File: config.mk
export PLATFORM = sky130hd
export DESIGN_NAME = store_led_monitor
export DESIGN_NICKNAME = d
export VERILOG_FILES = /design/src/rtl/mips_io_pkg.sv /design/src/rtl/hex_to_seg7.sv /design/src/rtl/store_led_monitor.sv
export SDC_FILE = /design/constraint.sdc
export NUM_CORES = 1
export LEC_CHECK = 0
export ABC_AREA = 0
export BUFFER_PORTS_ARGS = -buffer_cell sky130_fd_sc_hd__buf_2
export CAP_MARGIN = 20
export CELL_PAD_IN_SITES_DETAIL_PLACEMENT = 0
export CELL_PAD_IN_SITES_GLOBAL_PLACEMENT = 1
export CORE_ASPECT_RATIO = 0.9
export CORE_MARGIN = 1.5
export CORE_UTILIZATION = 48
export DETAILED_ROUTE_END_ITERATION = 6
export PLACE_DENSITY_LB_ADDON = 0.1
export SLEW_MARGIN = 20
export SYNTH_ARGS = -nofsm -noshare
export SYNTH_HDL_FRONTEND = slang
export SYNTH_SLANG_ARGS = --single-unit
File: constraint.sdc
create_clock -name Clk -period 7.4 [get_ports Clk]
set_input_delay 0.37 -clock Clk [delete_from_list [all_inputs] [get_ports Clk]]
set_output_delay 0.37 -clock Clk [all_outputs]
set_load 0.005 [all_outputs]
File: src/rtl/mips_io_pkg.sv
// mips_io_pkg: shared LED I/O address, monitor FSM states and seven-segment table
package mips_io_pkg;
  localparam logic [31:0] LED_IO_ADDR = 32'h0000_002C;
  typedef enum logic {IDLE, SHOW} state_e;
  localparam logic [15:0][6:0] SEG7_TBL = {
    7'b1110001, 7'b1111001, 7'b1011110, 7'b0111001,
    7'b1111100, 7'b1110111, 7'b1101111, 7'b1111111,
    7'b0000111, 7'b1111101, 7'b1101101, 7'b1100110,
    7'b1001111, 7'b1011011, 7'b0000110, 7'b0111111
  };
endpackage

File: src/rtl/hex_to_seg7.sv
// hex_to_seg7: active-high {g,f,e,d,c,b,a} decode of one hex nibble
module hex_to_seg7
  import mips_io_pkg::*;
(
  input  logic [3:0] nib,
  output logic [6:0] seg
);
  assign seg = SEG7_TBL[nib];
endmodule

File: src/rtl/store_led_monitor.sv
// store_led_monitor: captures stores to the LED address and shows them nibble by nibble
module store_led_monitor
  import mips_io_pkg::*;
#(
  parameter logic [31:0] IO_ADDR     = LED_IO_ADDR,
  parameter int unsigned HOLD_CYCLES = 4,
  parameter bit          ACTIVE_LOW  = 1'b1
) (
  input  logic        Clk,
  input  logic        Rst,
  input  logic        En,
  input  logic        MemWrite,
  input  logic [31:0] Addr,
  input  logic [31:0] WriteData,
  output logic [6:0]  Led,
  output logic [2:0]  Digit,
  output logic        Busy,
  output logic        Overrun
);
  localparam logic [15:0] LAST = 16'(HOLD_CYCLES - 1);
  localparam logic [6:0]  POL  = ACTIVE_LOW ? 7'h7F : 7'h00;
  state_e      state_q, state_d;
  logic [31:0] cur_q, cur_d, pend_q, pend_d;
  logic        pend_v_q, pend_v_d, ovr_q, ovr_d;
  logic [2:0]  dig_q, dig_d;
  logic [15:0] cnt_q, cnt_d;
  logic [6:0]  led_q, led_d, seg;
  logic        hit, tick, done;
  assign hit  = En && MemWrite && Addr == IO_ADDR;
  assign tick = cnt_q == LAST;
  assign done = state_q == SHOW && tick && dig_q == 3'd0;
  // Decode from next-state values so Led stays registered yet in step with Digit.
  hex_to_seg7 u_seg (
    .nib(cur_d[{dig_d, 2'b00} +: 4]),
    .seg(seg)
  );
  always_comb begin
    state_d  = state_q;
    cur_d    = cur_q;
    pend_d   = pend_q;
    pend_v_d = pend_v_q;
    ovr_d    = ovr_q;
    dig_d    = dig_q;
    cnt_d    = cnt_q;
    if (En) begin
      if (state_q == IDLE) begin
        if (hit) begin
          state_d = SHOW;
          cur_d   = WriteData;
          dig_d   = 3'd7;
          cnt_d   = '0;
        end
      end else if (done) begin
        cnt_d = '0;
        dig_d = 3'd7;
        if (pend_v_q) begin
          cur_d    = pend_q;
          pend_v_d = hit;
          pend_d   = hit ? WriteData : pend_q;
        end else if (hit) begin
          cur_d = WriteData;
        end else begin
          state_d = IDLE;
          dig_d   = 3'd0;
        end
      end else begin
        cnt_d = tick ? '0 : cnt_q + 16'd1;
        dig_d = tick ? dig_q - 3'd1 : dig_q;
        if (hit && pend_v_q) ovr_d = 1'b1;
        else if (hit) begin
          pend_d   = WriteData;
          pend_v_d = 1'b1;
        end
      end
    end
    led_d = seg ^ POL;
  end
  always_ff @(posedge Clk or posedge Rst) begin
    if (Rst) begin
      state_q  <= IDLE;
      cur_q    <= '0;
      pend_q   <= '0;
      pend_v_q <= 1'b0;
      ovr_q    <= 1'b0;
      dig_q    <= 3'd0;
      cnt_q    <= '0;
      led_q    <= SEG7_TBL[0] ^ POL;
    end else begin
      state_q  <= state_d;
      cur_q    <= cur_d;
      pend_q   <= pend_d;
      pend_v_q <= pend_v_d;
      ovr_q    <= ovr_d;
      dig_q    <= dig_d;
      cnt_q    <= cnt_d;
      led_q    <= led_d;
    end
  end
  assign Led     = led_q;
  assign Digit   = dig_q;
  assign Busy    = state_q == SHOW;
  assign Overrun = ovr_q;
endmodule

# ---- Word-level counts from Yosys, hierarchy flattened
# Memories as Yosys holds them, arrays and structs flattened.
# Index checks and enable logic that the tools add are counted.
dict set report word_totals {
  reg_bits 93
  rom_bits 112
  input_bits 68
  output_inout_bits 12
  wordCells 60
  memories 1
}
# name words word_bits read_ports rd_ports_with_merged_regs write_ports line
set mem_list {}
lappend mem_list {{(name not given)} 16 7 1 0 0 hex_to_seg7.sv:8} ;# assign seg = SEG7_TBL[nib];
dict set report op_classes {
  n_addsub 2
  order_cmp 1
  eq_ne 4
  shift 1
  mux 29
  n_bitwise 2
  reduce_logical 12
}
# cell n
set ops {}
lappend ops {{two-way mux 32 bit} 9}
lappend ops {{two-way mux 16 bit} 4}
lappend ops {{== test 32 x 6 -> 1 bit, second input constant} 1}
lappend ops {{variable part select 32 x 6 -> 4 bit} 1}
lappend ops {{two-way mux 3 bit} 7}
lappend ops {{adder 16 x 1 -> 16 bit, second input constant} 1}
lappend ops {{== test 16 x 2 -> 1 bit, second input constant} 1}
lappend ops {{AND reduction 4 bit} 3}
lappend ops {{two-way mux 1 bit} 8}
lappend ops {{two-way mux 7 bit} 1}
lappend ops {{inverter 7 bit} 1}
lappend ops {{logical AND 1 bit} 5}
lappend ops {{less-than comparator 4 x 5 -> 1 bit, second input constant} 1}
lappend ops {{!= test 2 bit, second input constant} 2}
lappend ops {{nonzero test 2 bit} 2}
lappend ops {{zero test 3 bit} 1}
lappend ops {{subtractor 3 x 1 -> 3 bit, second input constant} 1}
lappend ops {{AND reduction 2 bit} 1}
lappend ops {{inverter 1 bit} 1}

# ---- Depth between registers and ports, before layout
# Gate-level depths: netlist of run 1.
dict set report depth {
  depth_word 11
  depth_mapped 19
  ltp_nobuf 16
}

# ---- Cells and area by module
# A second synthesis of run 1 with hierarchy kept.
dict set report unflattened {
  cells_unflattened 550
  hier_area_um2 5662.9
}
# mod n_inst cells_per_inst area_each_um2 seq_area_each_um2
set by_module_without_submodules {}
lappend by_module_without_submodules {store_led_monitor 1 517 5375.2 2328.5}
lappend by_module_without_submodules {hex_to_seg7 1 33 287.8 0.0}

# ---- Worst setup path before layout of run 1
# No wires, ideal clock.
dict set report synth_path {
  path_kind {register -> register}
  start {register cnt_q[0]}
  end {register led_q[4], in the netlist Led[4]}
  setup_time_ns 0.082
  arrival_ns 3.876
  t_required_ns 7.318
  slack_ns 3.442
  path_stages_with_launch 18
  path_buffers 2
  synth_period_minus_slack_ns 3.958
  cell_sequence {dfrtp_1 > ha_1 > or4b_4 > or4_4 > buf_6 > o31a_1 > buf_2 > o32ai_1 > nand2_1 > nand2_1 > o211ai_1 > a311oi_1 > a21oi_1 > inv_1 > ha_1 > inv_1 > mux2_1 > o22ai_1}
}
dict set report synth_via {
  elab_chain_len 10
  word_cells_on_any_way 14
  cone_classes {eq/ne (1); shift (1); mux (8); bitwise (1); reduce/logical (2); memory (1)}
}
# item line
set synth_rtl {}
lappend synth_rtl {{start, declared} store_led_monitor.sv:26} ;# logic [15:0] cnt_q, cnt_d;
lappend synth_rtl {{start signal, assigned} store_led_monitor.sv:95} ;# cnt_q <= cnt_d;
lappend synth_rtl {{== test 16 x 2 -> 1 bit (*)} store_led_monitor.sv:30} ;# assign tick = cnt_q == LAST;
lappend synth_rtl {{logical AND 1 bit (2 in a row)} store_led_monitor.sv:31} ;# assign done = state_q == SHOW && tick && dig_q == 3'd0;
lappend synth_rtl {{two-way mux 32 bit or two-way mux 3 bit (tied branches)} store_led_monitor.sv:53} ;# end else if (done) begin
lappend synth_rtl {{two-way mux 32 bit or two-way mux 3 bit (tied branches)} store_led_monitor.sv:46} ;# if (state_q == IDLE) begin
lappend synth_rtl {{two-way mux 32 bit or two-way mux 3 bit (tied branches)} store_led_monitor.sv:45} ;# if (En) begin
lappend synth_rtl {{variable part select 32 x 6 -> 4 bit (*)} store_led_monitor.sv:34} ;# .nib(cur_d[{dig_d, 2'b00} +: 4]),
lappend synth_rtl {{memory read (16 x 7 bit) (*)} n/a}
lappend synth_rtl {{two-way mux 7 bit (implied by the code) (*)} hex_to_seg7.sv:8}
lappend synth_rtl {{inverter 7 bit (no line) (*)} n/a}
lappend synth_rtl {{named net led_d[4]} store_led_monitor.sv:27} ;# logic [6:0] led_q, led_d, seg;
lappend synth_rtl {{end signal, assigned} store_led_monitor.sv:87} ;# led_q <= SEG7_TBL[0] ^ POL;
lappend synth_rtl {{end signal, assigned} store_led_monitor.sv:96} ;# led_q <= led_d;
lappend synth_rtl {{end, declared} store_led_monitor.sv:27}
# The timed path passes the listed nets; every way through them passes the cells marked *. The select of a mux whose other input is x is not followed.
# A chain may end at the register's enable or synchronous reset.

# ---- Worst setup path in the final report of run 1
# Ends and elaborated chain as after synthesis.

==> impl_results.md, run 1 <==
* Cell Int Power at 776 uW
* DRT iter0 DRCs at 260
* M1 wire length at 6080 um
* Cells after Synth at 500
* EDFF count, synth at 0
* H-Tree Depth at 3
* Tmin final at 4.83 ns
* Critical Path Max Stage Delay at 0.65 ns
* Final worst-path cycle share at 65.2%
* Unrepaired setup endpoints after global routing: false
* Max-cap viol count at 0
* Row cnt at 35
* DIE WIDTH at ~110 um
* Clock slew at reported path FFs at 0.07 ns
* Pins Over Slew Limit at 0
* CP max FO at 13
* Clk pwr share at 41.4%
* Overall global routing resource usage at a little under a quarter
* Drt total wl at 12600 um
* Power Density at 172 mW/mm2
* Initial Util at 49.6%
* Resized Gates After CTS at 0
* IO Pins at 80
* Buffers on Ports at 79
* Leakage power at 2.75 nW
* RePlAce Congestion at 0.810
* Initial antenna violation count at 0
* Fill cell count at 887
* Die extent in y at 101 um
* Most common cell after layout, fill and taps aside: dfrtp_1
* Combinational power share at 6.8%
* Asr flop ratio synth at 100%
* Status: finished, violations left
* Core outline area at 0.0103 mm2
* Hold Crit Class: in2async
* Num CTS Buffers at 9
* CTS root buf: clkbuf_16
* # Post-CTS Setup Buffers at 0
* Vias in the first global route at 4116
* Grt ovf at 0
* Synth Register Bits at just over 90
* Switch share at 22.8%
* Global-route wire length before repair at between 20000 and 25000 um
* Most frequent cells in the layout: 92 x dfrtp_1, 79 x buf_2, 46 x nor2_1
* Setup CP Type: reg2reg
* Drt via density at approximately 6
* NetSw at around 230 uW
* Clk Latency, worst-skew pair at 0.34 ns
* Layout cell share with drive strength beyond 1 at 28.1%
* CP top delay family: compound AO/OA/AOI/OAI gates
* Vias at about 4200
* Final Skew at 0.00746 ns
* Cell variety after synth at 76
* ANT cells at 0
* Sequential share of the synthesized area at between 40% and 50%
* CP startpoint kind: flip-flop
* CP endpoint kind: flip-flop
* Mapped cell area at 0.00513 mm2
* Final Setup Violations at 0
* DRC Markers at 8
* DR top layer: met4
* WL met2 at approximately 5800 um
* Total Nets Final at between 600 and 700
* Routed WL per cell at around 18 um
* Sequential power share at 51.8%
* Hold Slack at ~0.023 ns
* CTS Buffer Depth at 2
* Die Area at 0.0113 mm2
* CTS tree: done
* # hold bufs at CTS at 0
* Crit-path slowest cell: o21ai_1
* Top cell by count, worst path: a21oi_1
* Failing checks: design-rule violations
* Yosys warning total at 0
* Max-slew headroom at 38.8%
* Net Count, Synth at 578
* Final Hold Fails at 0
* Met3 WL at 562 um
* Clk sinks at 93
* CP required at 7.65 ns
* Worst path cell trace: ha_1 -> or4b_4 -> or4_4 -> o31a_1 -> o21ai_1 -> nor2_1 -> a21oi_1 -> a21oi_1 -> a311oi_1 -> a21oi_1 -> inv_1 -> ha_1 -> inv_1 -> mux2_1 -> o22ai_1
* 1st-pass router iterations at 6
* Total Neg Setup Slack at 0 ns
* Antenna-violating nets left at 0
* Fmax at 0.207 GHz
* P&R area growth vs syn at 13.7%
* Largest net degree at the start of global routing at slightly below 70
* Max VDD drop at 0.154 mV
* Worst Tran Pin Value at about 0.91 ns
* CP bufs+invs at 2
* Worst path arrival time at 5.08 ns
* Avg Cell Area, Syn at just over 10 um2
* Detail Placement HPWL at 8880 um
* Top FF cell, synth: dfrtp_1
==> cells by family after synthesis <==
logic type / Yosys count / share of synthesized area, %
AOI/OAI and AO/OA: 119 / 17.7
xor gates and xnor gates: 11 / 1.88
adders and majority gates: 10 / 2.44
buffers and inverters: 49 / 4.39
DFF: 93 / 45.4
muxes: 50 / 10.6
and+or+nand+nor: 168 / 17.6
==> metal layers <==
layer | vias up | track usage (%)
met5 | - | 0
li1 | 1973 | -
met4 | 0 | 7.79
met1 | 2079 | 32.7
met2 | 109 | 37.3
met3 | 14 | 4.27
==> per-stage QoR <==
step | util [%] | power [mW] | instances | worst slack [ns] | area, um2
floorplan | - | 0.564 | 500 | 3.44 | 5130
global placement | 54.0 | 0.597 | 686 | 2.79 | 5580
detailed placement | 54.0 | 0.598 | 686 | 2.64 | 5580
CTS | 56.5 | 1.01 | 699 | 2.61 | 5830
global route | 56.5 | 1.04 | 699 | 2.25 | 5830
finish | 56.5 | 1.00 | 699 | 2.57 | 5830
==> final cells by class <==
type / instances / area, um2 / share of cell area, %
multi-input cells: 358 / 2580 / 44.2
flip-flops and latches: 93 / 2330 / 39.9
repair buffers: 82 / 418 / 7.16
clock buffers: 10 / 239 / 4.10
well taps: 129 / 161 / 2.77
inverters: 24 / 91.3 / 1.57
clock inverters: 3 / 15.0 / 0.257
==> power groups by stage <==
| stage | sequential [mW] | clock, mW | combinational, mW |
|---|---|---|---|
| 2_1_floorplan | 0.529 | 0 | 0.0342 |
| 3_3_place_gp | 0.529 | 0 | 0.0675 |
| 3_5_place_dp | 0.530 | 0 | 0.0688 |
| 4_1_cts | 0.520 | 0.425 | 0.0691 |
| 5_1_grt | 0.521 | 0.440 | 0.0777 |
| 6_report | 0.520 | 0.416 | 0.0685 |
==> synthesized netlist by cell type (3+ instances only) <==
cell	instances	area (um2)
dfrtp_1	92	2300
nor2_1	46	173
nand2_1	37	139
mux2_2	34	383
o21ai_0	27	135
a21oi_1	24	120
inv_1	22	82.6
mux2i_1	15	150
o22ai_1	15	93.8
clkbuf_1	13	48.8
nand4_1	11	68.8
or3_1	11	68.8
ha_1	10	125
nand3_1	10	50.1
xor2_1	9	78.8
nor4_1	8	50.1
o211ai_1	7	52.6
buf_2	6	30.0
nor3_1	6	30.0
nor4b_1	5	43.8
o32ai_1	5	43.8
buf_6	4	45.0
or4_1	4	30.0
a311oi_1	3	26.3
nand2b_1	3	18.8
nand3b_1	3	22.5
o21ai_1	3	15.0
or2_2	3	18.8
==> registers in the layout, summed over array words and instances, names as in the netlist <==
name      flops
Busy          1
Digit         3
Led           7
Overrun       1
cnt_q        16
cur_q        32
pend_q       32
pend_v_q      1
==> path summary, 6_finish.rpt <==
| kind | start | to | slack [ns] | cells after the start |
|---|---|---|---|---|
| max | cnt_q[0]$_DFFE_PP0P_ | Led[4]$_DFF_PP0_ | 2.57 | 15 |
| min reg2reg | Overrun$_DFFE_PP0P_ | Overrun$_DFFE_PP0P_ | 0.47 | 1 |
| max in group asynchronous | Rst | Led[2]$_DFF_PP0_ | 6.12 | 3 |
| min in group Clk | WriteData[27] | pend_q[27]$_DFFE_PP0P_ | 0.27 | 3 |
| min | Rst | pend_q[27]$_DFFE_PP0P_ | 0.02 | 2 |
| max reg2reg | cnt_q[0]$_DFFE_PP0P_ | Led[4]$_DFF_PP0_ | 2.57 | 15 |
(Power assumes the default switching activity.)
==> run 2, diff against run 1 <==
Settings changed: ABC_AREA 0 to 1, CORE_UTILIZATION 48 to 38.
Clock period 7.4 ns to 4 ns, I/O delays scaled along.
==> run 2 against run 1 <==
  * The flow now finishes without violations
  * Worst hold slack better by 0.066 ns
  * Count of clock-buffer cells in the layout is 1 higher
  * Worst setup slack worse by 2.0 ns
  * Critical path type unchanged
  * First-iteration DRC count is 49% higher
  * Sequential power is 100% higher
  * Wire length is 39% higher
  * Final area is 22% higher
==> impl_results.md, run 2 <==
* Status: finished clean
* Cell variety after synth at 45 (-41%)
* Power Density at 319 mW/mm2 (+85%)
* Max-slew headroom at 57.6% (+19 points)
* Avg Cell Area, Syn at 7.11 um2 (-31%)
* Layout cell share with drive strength beyond 1 at 19.0% (-9.0 points)
* ANT cells at 0 (unchanged)
* Met3 Resource Use GR at 4.11% (-0.16 points)
* Drt via density at 5.17 (-13%)
* Final Skew at 0.00836 ns (+0.000900 ns)
* Num CTS Buffers at 9 (unchanged)
* RePlAce Congestion at 0.848 (+4.7%)
* Vias in the first global route at 5906 (+43%)
* Unrepaired setup endpoints after global routing: false
* Most common cell after layout, fill and taps aside: nand2_1
* Yosys warning total at 0 (unchanged)
* Hold depth at 2
* Max VDD drop at 0.191 mV (+24%)
* Routed WL per cell at 15.3 um (-15%)
* Asr flop ratio synth at 100% (unchanged)
* CP startpoint kind: flip-flop
* Die extent in y at 124 um (+22%)
* Synth Register Bits at 93 (unchanged)
* 1st-pass router iterations at 5 (-1)
* Clock slew at reported path FFs at 0.07 ns (about the same)
* Drt total wl at 17500 um (+39%)
* IO Pins at 80 (unchanged)
* Pins Over Slew Limit at 0 (unchanged)
* Net Count, Synth at 944 (+63%)
* Hold Crit Class: in2reg
* CP endpoint kind: flip-flop
* H-Tree Depth at 3 (unchanged)
* CTS root buf: clkbuf_16
* CP max FO at 17 (+4)
* Largest net degree at the start of global routing at 36 (-47%)
* Global-route wire length before repair at 29200 um (+40%)
* # placed instances at 1130 (+65%)
* Most frequent cells in the layout: 230 x nand2_1, 167 x nand3_1, 113 x nor2_1
* Tmin final at 3.44 ns (-1.39 ns)
* Min-Delay Endpoint: pend_q[20]$_DFFE_PP0P_
* Setup CP Type: reg2reg
* # Post-CTS Setup Buffers at 0 (unchanged)
* M2 GR Usage at 37.2% (-0.089 points)
* Final Setup Violations at 0 (unchanged)
* Sequential share of the synthesized area at 37.8% (-7.6 points)
* Grt ovf at 0 (unchanged)
* Top FF cell, synth: dfrtp_1
* GRT busiest layer: met2
* Most common cell in the synthesized netlist: nand2_1
* Initial Util at 39.5% (-10 points)
* Buffers on Ports at 79 (unchanged)
* EDFF count, synth at 0 (unchanged)
* Hold path start: WriteData[20]
* Max-cap viol count at 0 (unchanged)
* Final Hold Fails at 0 (unchanged)
* Flop2flop setup slack at 0.56 ns (-2.01 ns)
* Fmax at 0.291 GHz (+41%)
* Vias at 5932 (+42%)
* Commonest cells post-synth: 230 x nand2_1, 168 x nand3_1, 113 x nor2_1, 92 x dfrtp_1, 74 x inv_1
* Leakage power at 3.77 nW (+37%)
* Reg2reg start: Digit[0]$_DFF_PP0_
* Top flop regs: cur_q: 32 flops, pend_q: 32 flops, cnt_q: 16 flops
* Post-Route Utilization at 45.5% (-11 points)
* DRC Markers at 0 (-8)
* Yosys top cell by area: dfrtp_1
* Final worst-path cycle share at 85.9% (+21 points)
* Power Total at 2.26 mW (+130%)
* Worst Tran Pin Value at 0.635 ns (-0.278 ns)
* CTS tree: done
* P&R area growth vs syn at 15.4%
* CP required at 4.25 ns (-3.40 ns)
* Area contributors post-synth: dfrtp_1 37%, nand2_1 14%, nand3_1 14%
* Die Area at 0.0170 mm2 (+50%)
* Clk sinks at 93 (unchanged)
* Top-area cell type share of the netlist area at 37.4% (-7.5 points)
* DIE WIDTH at 137 um (+23%)
* RR Endpoint: Led[3]$_DFF_PP0_
* Cells after Synth at 866 (+73%)
* Mapped cell area at 0.00616 mm2 (+20%)
* Worst path arrival time at 3.68 ns (-1.40 ns)
* DRT iter0 DRCs at 387 (+49%)
* Total Nets Final at 1018 (+58%)
* Row cnt at 43 (+23%)
* Detail Placement HPWL at 12400 um (+40%)
* CTS Buffer Depth at 2 (unchanged)
* Initial antenna violation count at 0 (unchanged)
* Antenna-violating nets left at 0 (unchanged)
* Fill cell count at 1636 (+84%)
* Clk Latency, worst-skew pair at 0.35 ns (about the same)
* Total Neg Setup Slack at 0 ns (unchanged)
* Overall global routing resource usage at 22.3% (-1.1 points)
* Layout Cells excl Fill at 1147 (+64%)
* Core outline area at 0.0156 mm2 (+51%)
* Met1 usage at 29.4% (-3.3 points)
* Worst R2R Path Depth at 19 (+4)
-- run 2: cell types whose count changed after synthesis, moves of 7 or more --
cell      previous run  this run
a21oi_1             24        12
inv_1               22        74
mux2_2              34        25
mux2i_1             15         0
nand2_1             37       230
nand2_2              1         9
nand3_1             10       168
nand3b_1             3        10
nand4_1             11         4
nor2_1              46       113
o22ai_1             15         0
or3_1               11         0
xor2_1               9         1
-- run 2: area by class of cell --
cell class	instances	area [um2]	area share (%)
inverter	83	318	4.47
clock inverter	5	82.6	1.16
sequential	93	2330	32.8
timing repair buffer	93	503	7.08
multi-input combinational	660	3370	47.4
clock buffer	11	253	3.56
tap	202	253	3.56
-- run 2: worst max path at each step --
stage	start	end	cells after the start
floorplan	Digit[0]$_DFF_PP0_	Led[3]$_DFF_PP0_	20
global placement	Digit[0]$_DFF_PP0_	Led[3]$_DFF_PP0_	19
detailed placement	Digit[0]$_DFF_PP0_	Led[3]$_DFF_PP0_	19
CTS	Digit[0]$_DFF_PP0_	Led[3]$_DFF_PP0_	19
global route	Digit[0]$_DFF_PP0_	Led[5]$_DFF_PP0_	21
finish	Digit[0]$_DFF_PP0_	Led[3]$_DFF_PP0_	19
-- run 2: layer usage --
metal / routed length, um / up-vias
met1: 8340 / 2818
met3: 720 / 23
met4: 232 / 0
li1: - / 2969
met2: 8250 / 122
met5: 0 / -
-- run 2: power by group --
group,internal (mW),switching [mW],leakage (nW),total [mW]
Clock,0.584,0.395,0.166,0.979
Sequential,0.990,0.0549,1.19,1.04
Combinational,0.0862,0.155,2.41,0.241
-- run 2: critical path: stages (launching register included) --
cell     delay, ns
dfrtp_1       0.39
inv_1         0.13
ha_1          0.19
nand2_1       0.06
nor2_1        0.32
nand3_4       0.26
nor2_8        0.29
nand2_2       0.11
nand2_2       0.08
nand2_2       0.06
nand2_4       0.23
inv_4         0.15
nand3_1       0.12
nand3_2       0.07
nand3_1       0.10
nand2_1       0.16
ha_1          0.36
nand3_1       0.08
nand3_1       0.10
nand2_1       0.05
-- run 2: cells by family after synthesis --
kind of cell	share of synthesized area (%)
AO/OA/AOI/OAI	5.32
AND/OR/NAND/NOR	42.5
adder cells (fa/ha/maj)	2.03
multiplexers	4.57
flip-flops	37.8
XOR/XNOR	0.142
buffers and inverters	7.58
-- run 2: metrics by stage --
stage               hold slack (ns)  worst slack [ns]  instance area, um2
floorplan                     0.345              1.29                6160
global placement              0.302             0.630                6760
detailed placement            0.303             0.549                6760
CTS                          0.0782             0.511                7110
global route                 0.0809             0.171                7110
finish                       0.0893             0.564                7110
-- run 2: what timing repair did --
item                                   CTS  global route
resized for setup                        0             0
endpoints found under the hold margin   33             0
hold buffers                             1             0
